`src/rtl/dma_controller_pkg.sv`:
```
`default_nettype none
// ============================================================================
// Module   : dma_controller_pkg
// Brief    : Shared constants, state encoding and helpers for the DMA engine.
// Revision : 1.0
// ============================================================================
package dma_controller_pkg;

  localparam int WORD_SIZE      = 16;
  localparam int DATA_SIZE      = 3;
  localparam int DEVICE_BIT_LEN = 2;
  localparam int BLOCK_WORDS    = 4;

  localparam logic [DEVICE_BIT_LEN-1:0] OFFSET_IDLE = '1;

  typedef enum logic [2:0] {
    ST_IDLE    = 3'd0,
    ST_REQ     = 3'd1,
    ST_FETCH   = 3'd2,
    ST_WRITE   = 3'd3,
    ST_RELEASE = 3'd4,
    ST_DONE    = 3'd5
  } state_t;

  // Requested block count limited to what the device actually holds.
  function automatic int clamp_blocks(input int req, input int lim);
    return (req > lim) ? lim : req;
  endfunction

endpackage
`default_nettype wire

```
`src/rtl/dma_controller.sv`:
```
`default_nettype none
// ============================================================================
// Module   : dma_controller
// Brief    : Bus-master DMA engine: reads device blocks and writes memory lines.
// Revision : 1.0
// ============================================================================
module dma_controller #(
  parameter int WORD_SIZE      = dma_controller_pkg::WORD_SIZE,
  parameter int DATA_SIZE      = dma_controller_pkg::DATA_SIZE,
  parameter int DEVICE_BIT_LEN = dma_controller_pkg::DEVICE_BIT_LEN
) (
  input  logic                      clk,
  input  logic                      reset_n,
  input  logic                      cmd_valid,
  input  logic [WORD_SIZE-1:0]      cmd_addr,
  input  logic [DEVICE_BIT_LEN-1:0] cmd_blocks,
  output logic                      cmd_ready,
  output logic                      br,
  input  logic                      bg,
  output logic [DEVICE_BIT_LEN-1:0] offset,
  input  logic [4*WORD_SIZE-1:0]    dev_data,
  output logic                      mem_write,
  output logic [WORD_SIZE-1:0]      mem_addr,
  output logic [4*WORD_SIZE-1:0]    mem_wdata,
  input  logic                      mem_ack,
  output logic                      busy,
  output logic                      dma_done
);
  import dma_controller_pkg::*;

  localparam logic [DEVICE_BIT_LEN-1:0] c_offset_idle = '1;

  state_t                      r_state,     w_state_nxt;
  logic [WORD_SIZE-1:0]        r_base,      w_base_nxt;
  logic [DEVICE_BIT_LEN-1:0]   r_cnt,       w_cnt_nxt;
  logic [DEVICE_BIT_LEN-1:0]   r_idx,       w_idx_nxt;
  logic                        r_br,        w_br_nxt;
  logic [DEVICE_BIT_LEN-1:0]   r_offset,    w_offset_nxt;
  logic                        r_mem_write, w_mem_write_nxt;
  logic [WORD_SIZE-1:0]        r_mem_addr,  w_mem_addr_nxt;
  logic [4*WORD_SIZE-1:0]      r_mem_wdata, w_mem_wdata_nxt;
  logic                        r_dma_done,  w_dma_done_nxt;

  logic [DEVICE_BIT_LEN-1:0]   w_cnt_req;
  logic [DEVICE_BIT_LEN-1:0]   w_idx_inc;
  logic [WORD_SIZE-1:0]        w_line_off;

  assign w_cnt_req  = DEVICE_BIT_LEN'(clamp_blocks(int'(cmd_blocks), DATA_SIZE));
  assign w_idx_inc  = r_idx + 1'b1;
  assign w_line_off = WORD_SIZE'(r_idx) * WORD_SIZE'(BLOCK_WORDS);

  always_ff @(posedge clk or negedge reset_n) begin
    if (!reset_n) begin
      r_state     <= ST_IDLE;
      r_base      <= '0;
      r_cnt       <= '0;
      r_idx       <= '0;
      r_br        <= 1'b0;
      r_offset    <= c_offset_idle;
      r_mem_write <= 1'b0;
      r_mem_addr  <= '0;
      r_mem_wdata <= '0;
      r_dma_done  <= 1'b0;
    end else begin
      r_state     <= w_state_nxt;
      r_base      <= w_base_nxt;
      r_cnt       <= w_cnt_nxt;
      r_idx       <= w_idx_nxt;
      r_br        <= w_br_nxt;
      r_offset    <= w_offset_nxt;
      r_mem_write <= w_mem_write_nxt;
      r_mem_addr  <= w_mem_addr_nxt;
      r_mem_wdata <= w_mem_wdata_nxt;
      r_dma_done  <= w_dma_done_nxt;
    end
  end

  always_comb begin
    w_state_nxt     = r_state;
    w_base_nxt      = r_base;
    w_cnt_nxt       = r_cnt;
    w_idx_nxt       = r_idx;
    w_br_nxt        = r_br;
    w_offset_nxt    = r_offset;
    w_mem_write_nxt = r_mem_write;
    w_mem_addr_nxt  = r_mem_addr;
    w_mem_wdata_nxt = r_mem_wdata;
    // The interrupt is the registered image of the DONE state.
    w_dma_done_nxt  = (r_state == ST_DONE);

    case (r_state)
      ST_IDLE: begin
        if (cmd_valid) begin
          w_base_nxt = cmd_addr;
          w_cnt_nxt  = w_cnt_req;
          w_idx_nxt  = '0;
          if (w_cnt_req == '0) begin
            w_state_nxt = ST_DONE;
          end else begin
            w_state_nxt = ST_REQ;
            w_br_nxt    = 1'b1;
          end
        end
      end
      ST_REQ: begin
        if (bg) begin
          w_state_nxt  = ST_FETCH;
          w_offset_nxt = r_idx;
        end
      end
      ST_FETCH: begin
        if (!bg) begin
          w_state_nxt = ST_REQ;
        end else begin
          w_state_nxt     = ST_WRITE;
          w_mem_write_nxt = 1'b1;
          w_mem_addr_nxt  = r_base + w_line_off;
          w_mem_wdata_nxt = dev_data;
        end
      end
      ST_WRITE: begin
        // An ack in the same cycle as a grant drop still retires the block.
        if (mem_ack) begin
          w_mem_write_nxt = 1'b0;
          w_idx_nxt       = w_idx_inc;
          if (w_idx_inc == r_cnt) begin
            w_state_nxt  = ST_RELEASE;
            w_br_nxt     = 1'b0;
            w_offset_nxt = c_offset_idle;
          end else begin
            w_state_nxt  = ST_FETCH;
            w_offset_nxt = w_idx_inc;
          end
        end else if (!bg) begin
          w_mem_write_nxt = 1'b0;
          w_state_nxt     = ST_REQ;
        end
      end
      ST_RELEASE: begin
        if (!bg) begin
          w_state_nxt = ST_DONE;
        end
      end
      ST_DONE: begin
        w_state_nxt = ST_IDLE;
      end
      default: begin
        w_state_nxt = ST_IDLE;
      end
    endcase
  end

  assign cmd_ready = (r_state == ST_IDLE);
  assign busy      = (r_state != ST_IDLE);
  assign br        = r_br;
  assign offset    = r_offset;
  assign mem_write = r_mem_write;
  assign mem_addr  = r_mem_addr;
  assign mem_wdata = r_mem_wdata;
  assign dma_done  = r_dma_done;

endmodule
`default_nettype wire

```
`config.mk`:
```
export PLATFORM = sky130hd
export DESIGN_NAME = dma_controller
export DESIGN_NICKNAME = d
export VERILOG_FILES = /design/src/rtl/dma_controller_pkg.sv /design/src/rtl/dma_controller.sv
export SDC_FILE = /design/constraint.sdc
export NUM_CORES = 1
export LEC_CHECK = 0
export CORE_AREA = 2 2 126 128
export CTS_CLUSTER_DIAMETER = 40
export DETAILED_ROUTE_END_ITERATION = 7
export DIE_AREA = 0 0 128 130
export PLACE_DENSITY = 0.64
export SLEW_MARGIN = 0
export SYNTH_ARGS = -nofsm -noshare
export SYNTH_HDL_FRONTEND = slang
export SYNTH_SLANG_ARGS = --single-unit
```
`constraint.sdc`:
```
create_clock -name clk -period 1.82 [get_ports clk]
set_input_delay 0.182 -clock clk [delete_from_list [all_inputs] [get_ports clk]]
set_output_delay 0.182 -clock clk [all_outputs]
set_load 0.01 [all_outputs]
```
-- Word-level counts from Yosys, hierarchy flattened
Cells that the tools add are included.
- $add $sub $neg: 2
- eq/ne operators: 14
- multiplexer cells: 25
- reductions and logical operators: 13
- operators by type and width (kind ; number):
    $mux 3 ; 7
    $add 16x4->16 ; 1
    $pmux 3 s5 ; 1
    $ne 2x2->1 const B ; 7
    $mux 2 ; 6
    $reduce_and 3->1 ; 3
    $pmux 2 s2 ; 2
    $mux 1 ; 7
    $eq 3x2->1 const B ; 2
    $eq 3x3->1 const B ; 2
    $reduce_bool 2->1 ; 3
    $reduce_and 5->1 ; 1
    $pmux 1 s2 ; 2
    $reduce_and 2->1 ; 2
    $reduce_and 4->1 ; 1
    $eq 3x1->1 const B ; 1
    $logic_not 3->1 ; 1
    $ne 3x3->1 const B ; 1
    $reduce_bool 3->1 ; 1
    $add 2x1->2 const B ; 1
    $eq 2x2->1 ; 1
    $logic_not 2->1 ; 1
- bits in registers: 108
- bits of input ports: 87

-- Depth between registers and ports, before layout
Gate-level depths: netlist (run 1).
- depth in word-level cells: 5
- depth in mapped cells: 7

-- Worst setup path before layout (run 1)
No wires, ideal clock.
- path kind: register -> register
- start: register r_base[2]
- end: register r_mem_addr[10], in the netlist mem_addr[10]
- data arrival time: 1.529 ns
- data required time: 1.743 ns
- setup slack: 0.214 ns
- cell stages (with the launch flop): 8
- path buffers: 0
- clock period less this slack: 1.606 ns
- cells stage by stage: dfrtp_1 > ha_1 > inv_1 > fa_1 > nor2_1 > nand4_1 > xor2_1 > a21oi_1
- cells in the longest elaborated chain, start to end: 1
- ends and longest elaborated chain (element ; line ; RTL):
    start, declared ; dma_controller.sv:34 ; logic [WORD_SIZE-1:0] r_base, w_base_nxt;
    start signal, assigned ; dma_controller.sv:66 ; r_base <= w_base_nxt;
    $add 16x4->16 ; dma_controller.sv:117 ; w_mem_addr_nxt = r_base + w_line_off;
    end signal, assigned ; dma_controller.sv:72 ; r_mem_addr <= w_mem_addr_nxt;
    end, declared ; dma_controller.sv:40 ; logic [WORD_SIZE-1:0] r_mem_addr, w_mem_addr_nxt;
Every way passes these cells.
A chain may end at the register's enable or synchronous reset.

-- Worst setup path in the final report (run 1)
- start: register r_state[0]
- end: register r_mem_wdata[47], in the netlist mem_wdata[47]
- cells in the longest elaborated chain, start to end: 2
- ends and longest elaborated chain (element ; line ; RTL):
    start, declared ; dma_controller.sv:33 ; state_t r_state, w_state_nxt;
    start signal, assigned ; dma_controller.sv:65 ; r_state <= w_state_nxt;
    $eq 3x2->1 ; dma_controller.sv:91 ; case (r_state)
    $reduce_and 2->1 (no line) ; n/a ;
    end signal, assigned ; dma_controller.sv:73 ; r_mem_wdata <= w_mem_wdata_nxt;
    end, declared ; dma_controller.sv:41 ; logic [4*WORD_SIZE-1:0] r_mem_wdata, w_mem_wdata_nxt;
Every way passes these cells.

==> impl_metrics.yaml, run 1 <==
flow_run:
  max_cap_violations: 0
grt:
  grt.met2_usage_pct: 23.1
  busiest_layer: "met2"
  number_of_antenna_violations_at_the_first_check_in_global_routing: 0
  grt_max_degree: 64
  first_pass_grt_wire_length_mm: 17.3
  groute.layer.met1.usage_pct: 15.4
  gr-usage-met3_pct: 3.32
  all_layer_gr_usage_pct: 13.2
  first_global_vias: 3431
  congestion_overflow_gr: 0
sta:
  final.min_clock_period_ns: 1.73
  timing.setup.tns_ns: 0
  hold_viol: 0
  setup_repair_after_global_routing_missed_its_margin: "yes"
  report.final.setup_viol: 0
  finalClockSkew_ns: 0.00905
  finalCritPeriodShare_pct: 95.1
  maxSlewViolCount: 0
  max_clock_freq_mhz: 578
  finalHoldWorstSlack_ns: 0.352
  max-slew-margin-rel_pct: 62.5
  tightestPinTransition_ns: 0.563
clock_network:
  clock_tree.root_cell: "sky130_fd_sc_hd__clkbuf_16"
  number_of_buffers_created_by_cts: 9
  cts-root-to-sink-buffers: 2
  ctsHtreeMaxLevel: 3
  clock_latency_on_the_worst_skew_pair_ns: 0.35
  tritoncts_num_sinks: 108
  cts.reportedPaths.clkPinSlew_ns: 0.07
  tritoncts: "built"
die:
  die_height_um: 130
  dieWidth_um: 128
  start_util_pct: 29.3
  fp.coreArea_um2: 15400
  die-area_um2: 16600
  design.portCount: 174
  floorplan.rows: 46
placed_design:
  hpwl_mm: 8.03
  place.gp.congestion: 0.743
  port_buffers: 173
final_layout:
  sequential_standard_cell_area_um2: 2710
  areaGrowthSynthToFinish_pct: 51.7
  drive_gt1_share_pct: 10.5
  antenna-diode-count: 0
  finalNetCount: 640
  multiInputGateArea_um2: 1660
  layout.filler_cells: 1462
  final_core_utilization_pct: 44.5
power:
  static-leakage-power_nw: 2.92
  irDropWorstVdd_uv: 524
  power-per-cell-area_nw_per_um2: 1580
yosys:
  yosys_synthesis_warning_count: 0
  area_of_the_mapped_netlist_um2: 4520
  synthDistinctLibCells: 39
  synth_sequential_area_ratio_pct: 59.8
  synth.avg_cell_area_um2: 12.5
  synth-edff-count: 0
  async_flop_share_pct: 100
  synth_cells: 363
  yosys_most_used_dff: "sky130_fd_sc_hd__dfrtp_1"
  synth_nets: 453
  ys_ff_latch: 108
detailed_routing:
  dr_total_vias: 3315
  drt_iter0_markers: 104
  drt_drc: 0
  finalWirelength_mm: 10.7
  routed_wire_length_per_instance_um: 14.3
  postRouteAntennaNets: 0
  post_drt_via_cell_ratio: 4.44
  detailedRoute.firstPassIterationCount: 4
worst_setup_path:
  path_max_fanout: 32
  arrival_ns: 1.95
  end_kind: "flip-flop"
  setup_crit_start_kind: "flip-flop"
  timing.setup.critical_path_class: "reg -> reg"
  worstPathRequired_ns: 2.04
run_status:
  run_status: "finished, final reports clean"
hold_path:
  hold_path.class: "in -> async"
synthesized netlist by cell type, types with 2 or more instances:
| cell | n | area, µm² |
|---|---|---|
| sky130_fd_sc_hd__a21o_1 | 2 | 15.0 |
| sky130_fd_sc_hd__a21oi_1 | 16 | 80.1 |
| sky130_fd_sc_hd__a31oi_1 | 2 | 12.5 |
| sky130_fd_sc_hd__and3_1 | 2 | 12.5 |
| sky130_fd_sc_hd__and3b_1 | 2 | 17.5 |
| sky130_fd_sc_hd__buf_2 | 6 | 30.0 |
| sky130_fd_sc_hd__buf_4 | 3 | 22.5 |
| sky130_fd_sc_hd__buf_6 | 6 | 67.6 |
| sky130_fd_sc_hd__clkbuf_1 | 3 | 11.3 |
| sky130_fd_sc_hd__dfrtp_1 | 106 | 2650 |
| sky130_fd_sc_hd__dfstp_2 | 2 | 52.6 |
| sky130_fd_sc_hd__ha_1 | 2 | 25.0 |
| sky130_fd_sc_hd__inv_1 | 9 | 33.8 |
| sky130_fd_sc_hd__mux2_1 | 55 | 619 |
| sky130_fd_sc_hd__mux2_2 | 14 | 158 |
| sky130_fd_sc_hd__mux2i_1 | 2 | 20.0 |
| sky130_fd_sc_hd__nand2_1 | 58 | 218 |
| sky130_fd_sc_hd__nand3_1 | 4 | 20.0 |
| sky130_fd_sc_hd__nand4_1 | 3 | 18.8 |
| sky130_fd_sc_hd__nor2_1 | 22 | 82.6 |
| sky130_fd_sc_hd__nor2b_1 | 2 | 12.5 |
| sky130_fd_sc_hd__nor3_1 | 3 | 15.0 |
| sky130_fd_sc_hd__nor3b_1 | 3 | 22.5 |
| sky130_fd_sc_hd__o2111a_1 | 2 | 22.5 |
| sky130_fd_sc_hd__o21ai_0 | 9 | 45.0 |
| sky130_fd_sc_hd__xnor2_1 | 8 | 70.1 |
| sky130_fd_sc_hd__xor2_1 | 5 | 43.8 |
critical path, cell delays in order, from the launching register on:
cell and delay (ns):
sky130_fd_sc_hd__dfrtp_2 0.43, sky130_fd_sc_hd__buf_4 0.16, sky130_fd_sc_hd__nor4b_4 0.27, sky130_fd_sc_hd__buf_6 0.16
sky130_fd_sc_hd__buf_12 0.19, sky130_fd_sc_hd__mux2_1 0.35
cells by family after synthesis:
| kind of cell | after synthesis | synth area share [%] |
|---|---|---|
| DFF | 108 | 59.8 |
| and+or+nand+nor | 105 | 10.7 |
| muxes | 71 | 17.6 |
| AOI/OAI and AO/OA | 35 | 4.59 |
| buffers and inverters | 28 | 3.74 |
| xor gates and xnor gates | 13 | 2.52 |
| adders and majority gates | 3 | 0.996 |
cell type report:
class                           count  area share (%)
Clock inverter                      2           0.146
Multi-Input combinational cell    227            24.2
Timing Repair Buffer              194            28.4
Tap cell                          192            3.50
Clock buffer                       14            3.70
Sequential cell                   108            39.5
Inverter                           10           0.547
worst paths after layout:
path | from | to | slack (ns) | depth (start not counted)
worst max-delay path | r_state[0] | mem_wdata[47] | 0.09 | 5
worst min-delay path | reset_n | mem_write | 0.35 | 3
worst max register to register | r_state[0] | mem_wdata[47] | 0.09 | 5
worst min register to register | r_base[0] | r_base[0] | 0.47 | 2
max in group asynchronous | reset_n | mem_wdata[52] | 0.94 | 3
min in group clk | cmd_addr[7] | r_base[7] | 0.37 | 3
state kept, by name, summed over array words and instances (netlist names), 2 cells and up:
| name | count |
|---|---|
| mem_wdata | 64 |
| r_state | 3 |
| r_idx | 2 |
| mem_addr | 16 |
| r_base | 16 |
| r_cnt | 2 |
| offset | 2 |
timing repair:
action,in CTS,in global routing
endpoints found under the hold margin,106,0
setup endpoints to repair,2,55
hold buffers,1,0
buffers inserted,3,0
gates resized for setup,6,5
layer usage:
metal | routed length [µm] | vias to the layer above
li1 | - | 1607
met1 | 4460 | 1581
met2 | 5390 | 113
met3 | 623 | 14
met4 | 225 | 0
met5 | 0 | -
power by group:
part / switching [mW] / total [mW] / internal, mW
Sequential: 0.685 / 4.26 / 3.58
Combinational: 1.98 / 4.81 / 2.84
Clock: 0.818 / 1.78 / 0.964
placed cells by master, fill, tap and decap left out, types with 4 or more instances in the layout:
cell and n:
sky130_fd_sc_hd__buf_4 15, sky130_fd_sc_hd__nor2_1 21, sky130_fd_sc_hd__clkdlybuf4s50_1 170, sky130_fd_sc_hd__xnor2_1 8, sky130_fd_sc_hd__clkbuf_1 4, sky130_fd_sc_hd__inv_1 9
sky130_fd_sc_hd__nand2_1 58, sky130_fd_sc_hd__a21oi_1 16, sky130_fd_sc_hd__dfrtp_1 102, sky130_fd_sc_hd__buf_12 4, sky130_fd_sc_hd__clkbuf_16 9, sky130_fd_sc_hd__nand3_1 4
sky130_fd_sc_hd__o21ai_0 9, sky130_fd_sc_hd__xor2_1 5, sky130_fd_sc_hd__mux2_1 55, sky130_fd_sc_hd__dfrtp_2 4, sky130_fd_sc_hd__mux2_2 14
per-stage QoR:
stage	power, mW	cells	cell area, µm²	worst slack (ns)
floorplan	6.36	363	4520	0.214
global placement	8.98	727	6540	-0.0252
finish	10.9	747	6860	0.0893
CTS	11.0	747	6840	0.0292
global route	11.7	747	6860	-0.0153
detailed placement	9.14	727	6540	-0.0482
Note: power is estimated with default switching activity, not from simulation.
==> run 2: changes to the inputs <==
--- a/config.mk
+++ b/config.mk
@@ -5,11 +5,11 @@
 export SDC_FILE = /design/constraint.sdc
 export NUM_CORES = 1
 export LEC_CHECK = 0
-export CORE_AREA = 2 2 126 128
+export CORE_AREA = 2 2 105 107
 export CTS_CLUSTER_DIAMETER = 40
 export DETAILED_ROUTE_END_ITERATION = 7
-export DIE_AREA = 0 0 128 130
-export PLACE_DENSITY = 0.64
+export DIE_AREA = 0 0 107 109
+export PLACE_DENSITY = 0.85
 export SLEW_MARGIN = 0
 export SYNTH_ARGS = -nofsm -noshare
 export SYNTH_HDL_FRONTEND = slang
==> run 2 against run 1 <==
- clock power down 23%
- maximum frequency up 1.7%
- non-clock buffer count up 1
- die area down 30%
- via count up 0.72%
- flip-flop and latch count unchanged
- hold slack worse by 0.041 ns
- critical path depth down 1
- clock-buffer cell count unchanged
- cell count down 6.8%
- largest power group unchanged
- cell area down 2.2%
==> impl_metrics.yaml, run 2 (synthesized netlist as in run 1, its figures left out) <==
clock_network:
  ctsHtreeMaxLevel: 3
  tritoncts_num_sinks: 108
  clock_tree.root_cell: "sky130_fd_sc_hd__clkbuf_8"
  tritoncts: "built"
  cts.reportedPaths.clkPinSlew_ns: 0.09
  clock_latency_on_the_worst_skew_pair_ns: 0.35
  number_of_buffers_created_by_cts: 9
  cts-root-to-sink-buffers: 2
sta:
  final.min_clock_period_ns: 1.70
  finalCritPeriodShare_pct: 93.5
  max_clock_freq_mhz: 587
  tightestPinTransition_ns: 0.457
  setup_repair_after_global_routing_missed_its_margin: "no"
  maxSlewViolCount: 0
  max-slew-margin-rel_pct: 69.6
  report.final.setup_viol: 0
  hold_viol: 0
  finalHoldWorstSlack_ns: 0.311
  finalClockSkew_ns: 0.00982
  timing.setup.tns_ns: 0
  final_critical_path_setup_slack_ns: 0.118
detailed_routing:
  drt_drc: 0
  detailedRoute.firstPassIterationCount: 4
  dr_total_vias: 3339
  post_drt_via_cell_ratio: 4.80
  routed_wire_length_per_instance_um: 15.3
  drt_iter0_markers: 101
  postRouteAntennaNets: 0
  finalWirelength_mm: 10.6
power:
  power.sequential.fraction_pct: 40.7
  p_comb_share_pct: 46.2
  power-per-cell-area_nw_per_um2: 1560
  irDropWorstVdd_uv: 661
  clockPowerShare_pct: 13.1
  report.power.total_mw: 10.5
  p_sw_share_pct: 32.7
  power.internal_mw: 7.04
  static-leakage-power_nw: 2.88
  netSwitchingPower_mw: 3.42
final_layout:
  layout.cells.most_common_list: "sky130_fd_sc_hd__clkdlybuf4s50_1 (170), sky130_fd_sc_hd__dfrtp_1 (106), sky130_fd_sc_hd__nand2_1 (58), sky130_fd_sc_hd__mux2_1 (55), sky130_fd_sc_hd__nor2_1 (21)"
  fin_cells: 696
  mostFrequentLayoutCell: "sky130_fd_sc_hd__clkdlybuf4s50_1"
  layout.filler_cells: 825
  finalNetCount: 641
  drive_gt1_share_pct: 9.89
  largest_register_ffs: 64
  antenna-diode-count: 0
  areaGrowthSynthToFinish_pct: 48.4
hold_path:
  hold_path.class: "in -> async"
worst_setup_path:
  worstPathRequired_ns: 1.64
  end_kind: "primary output"
  arrival_ns: 1.52
  timing.setup.critical_path_class: "reg -> out"
  path_max_fanout: 6
  setup_crit_start_kind: "flip-flop"
grt:
  number_of_antenna_violations_at_the_first_check_in_global_routing: 0
  congestion_overflow_gr: 0
  first_pass_grt_wire_length_mm: 16.4
  all_layer_gr_usage_pct: 18.1
  first_global_vias: 3363
  grt_max_degree: 51
die:
  fp.coreArea_um2: 10600
  floorplan.rows: 38
  dieWidth_um: 107
  design.portCount: 174
  die_height_um: 109
  die-area_um2: 11700
  start_util_pct: 42.6
flow_run:
  max_cap_violations: 0
run_status:
  run_status: "finished, final reports clean"
placed_design:
  place_ws_ns: -0.188
  place.gp.congestion: 0.798
  port_buffers: 173
  hpwl_mm: 8.02
  post-place-cells: 676
-- run 2: cell types whose count changed in the layout (fill, tap and decap cells not counted), sizes merged --
cell      delta
clkinvlp     +1
clkinv       -2
bufinv       +1
clkbuf       +1
-- run 2: power by group through the flow --
| stage | Clock [mW] | Combinational, mW | Sequential (mW) |
|---|---|---|---|
| after CTS | 1.41 | 4.86 | 4.27 |
| final | 1.37 | 4.83 | 4.26 |
| after floorplan | 0 | 1.69 | 4.66 |
| after detailed placement | 0 | 4.81 | 4.33 |
| after global routing | 1.52 | 5.22 | 4.40 |
| after global placement | 0 | 4.66 | 4.25 |
-- run 2: critical path, cell delays in order, from the launching register on --
cell and delay (ns):
sky130_fd_sc_hd__dfrtp_1 0.40, sky130_fd_sc_hd__buf_4 0.16, sky130_fd_sc_hd__nor3_4 0.23, sky130_fd_sc_hd__inv_1 0.09, sky130_fd_sc_hd__dlygate4sd2_1 0.29
-- run 2: through the flow --
step	instance area [µm²]	util (%)
floorplan	4520	-
global placement	6470	61.0
detailed placement	6470	61.0
CTS	6670	62.9
global route	6710	63.3
finish	6710	63.3
-- run 2: what timing repair did --
item	CTS	global route
pin swaps	0	1
hold endpoints to repair	30	0
gates resized for setup	4	5
endpoints found under the setup margin	5	11
buffers inserted	1	1
hold buffers	1	0
gates cloned	0	1
-- run 2: cell type report --
class	count	area, µm²	area share, %
sequential	108	2710	40.3
multi-input combinational	227	1660	24.8
timing repair buffer	195	1950	29.0
tap	140	175	2.61
clock buffer	14	143	2.13
clock inverter	2	37.5	0.559
inverter	10	37.5	0.559
-- run 2: path summary, 6_finish.rpt --
path | from | to | slack [ns] | cells past startpoint
setup / recovery | r_state[0] | busy | 0.12 | 4
hold / removal | reset_n | mem_wdata[28] | 0.31 | 2
setup reg to reg | r_base[2] | mem_addr[10] | 0.15 | 7
hold reg to reg | mem_write | mem_write | 0.49 | 1
max in group asynchronous | reset_n | mem_wdata[41] | 0.89 | 3
min in group clk | cmd_addr[9] | r_base[9] | 0.35 | 3
-- run 2: layer usage --
layer / share of wire [%] / up-vias / GRT usage (%)
met5: 0 / - / 0
met4: 1.4 / 0 / 6.77
met3: 6.0 / 15 / 3.47
met2: 52 / 131 / 31.8
met1: 41 / 1592 / 22.1
li1: - / 1601 / -
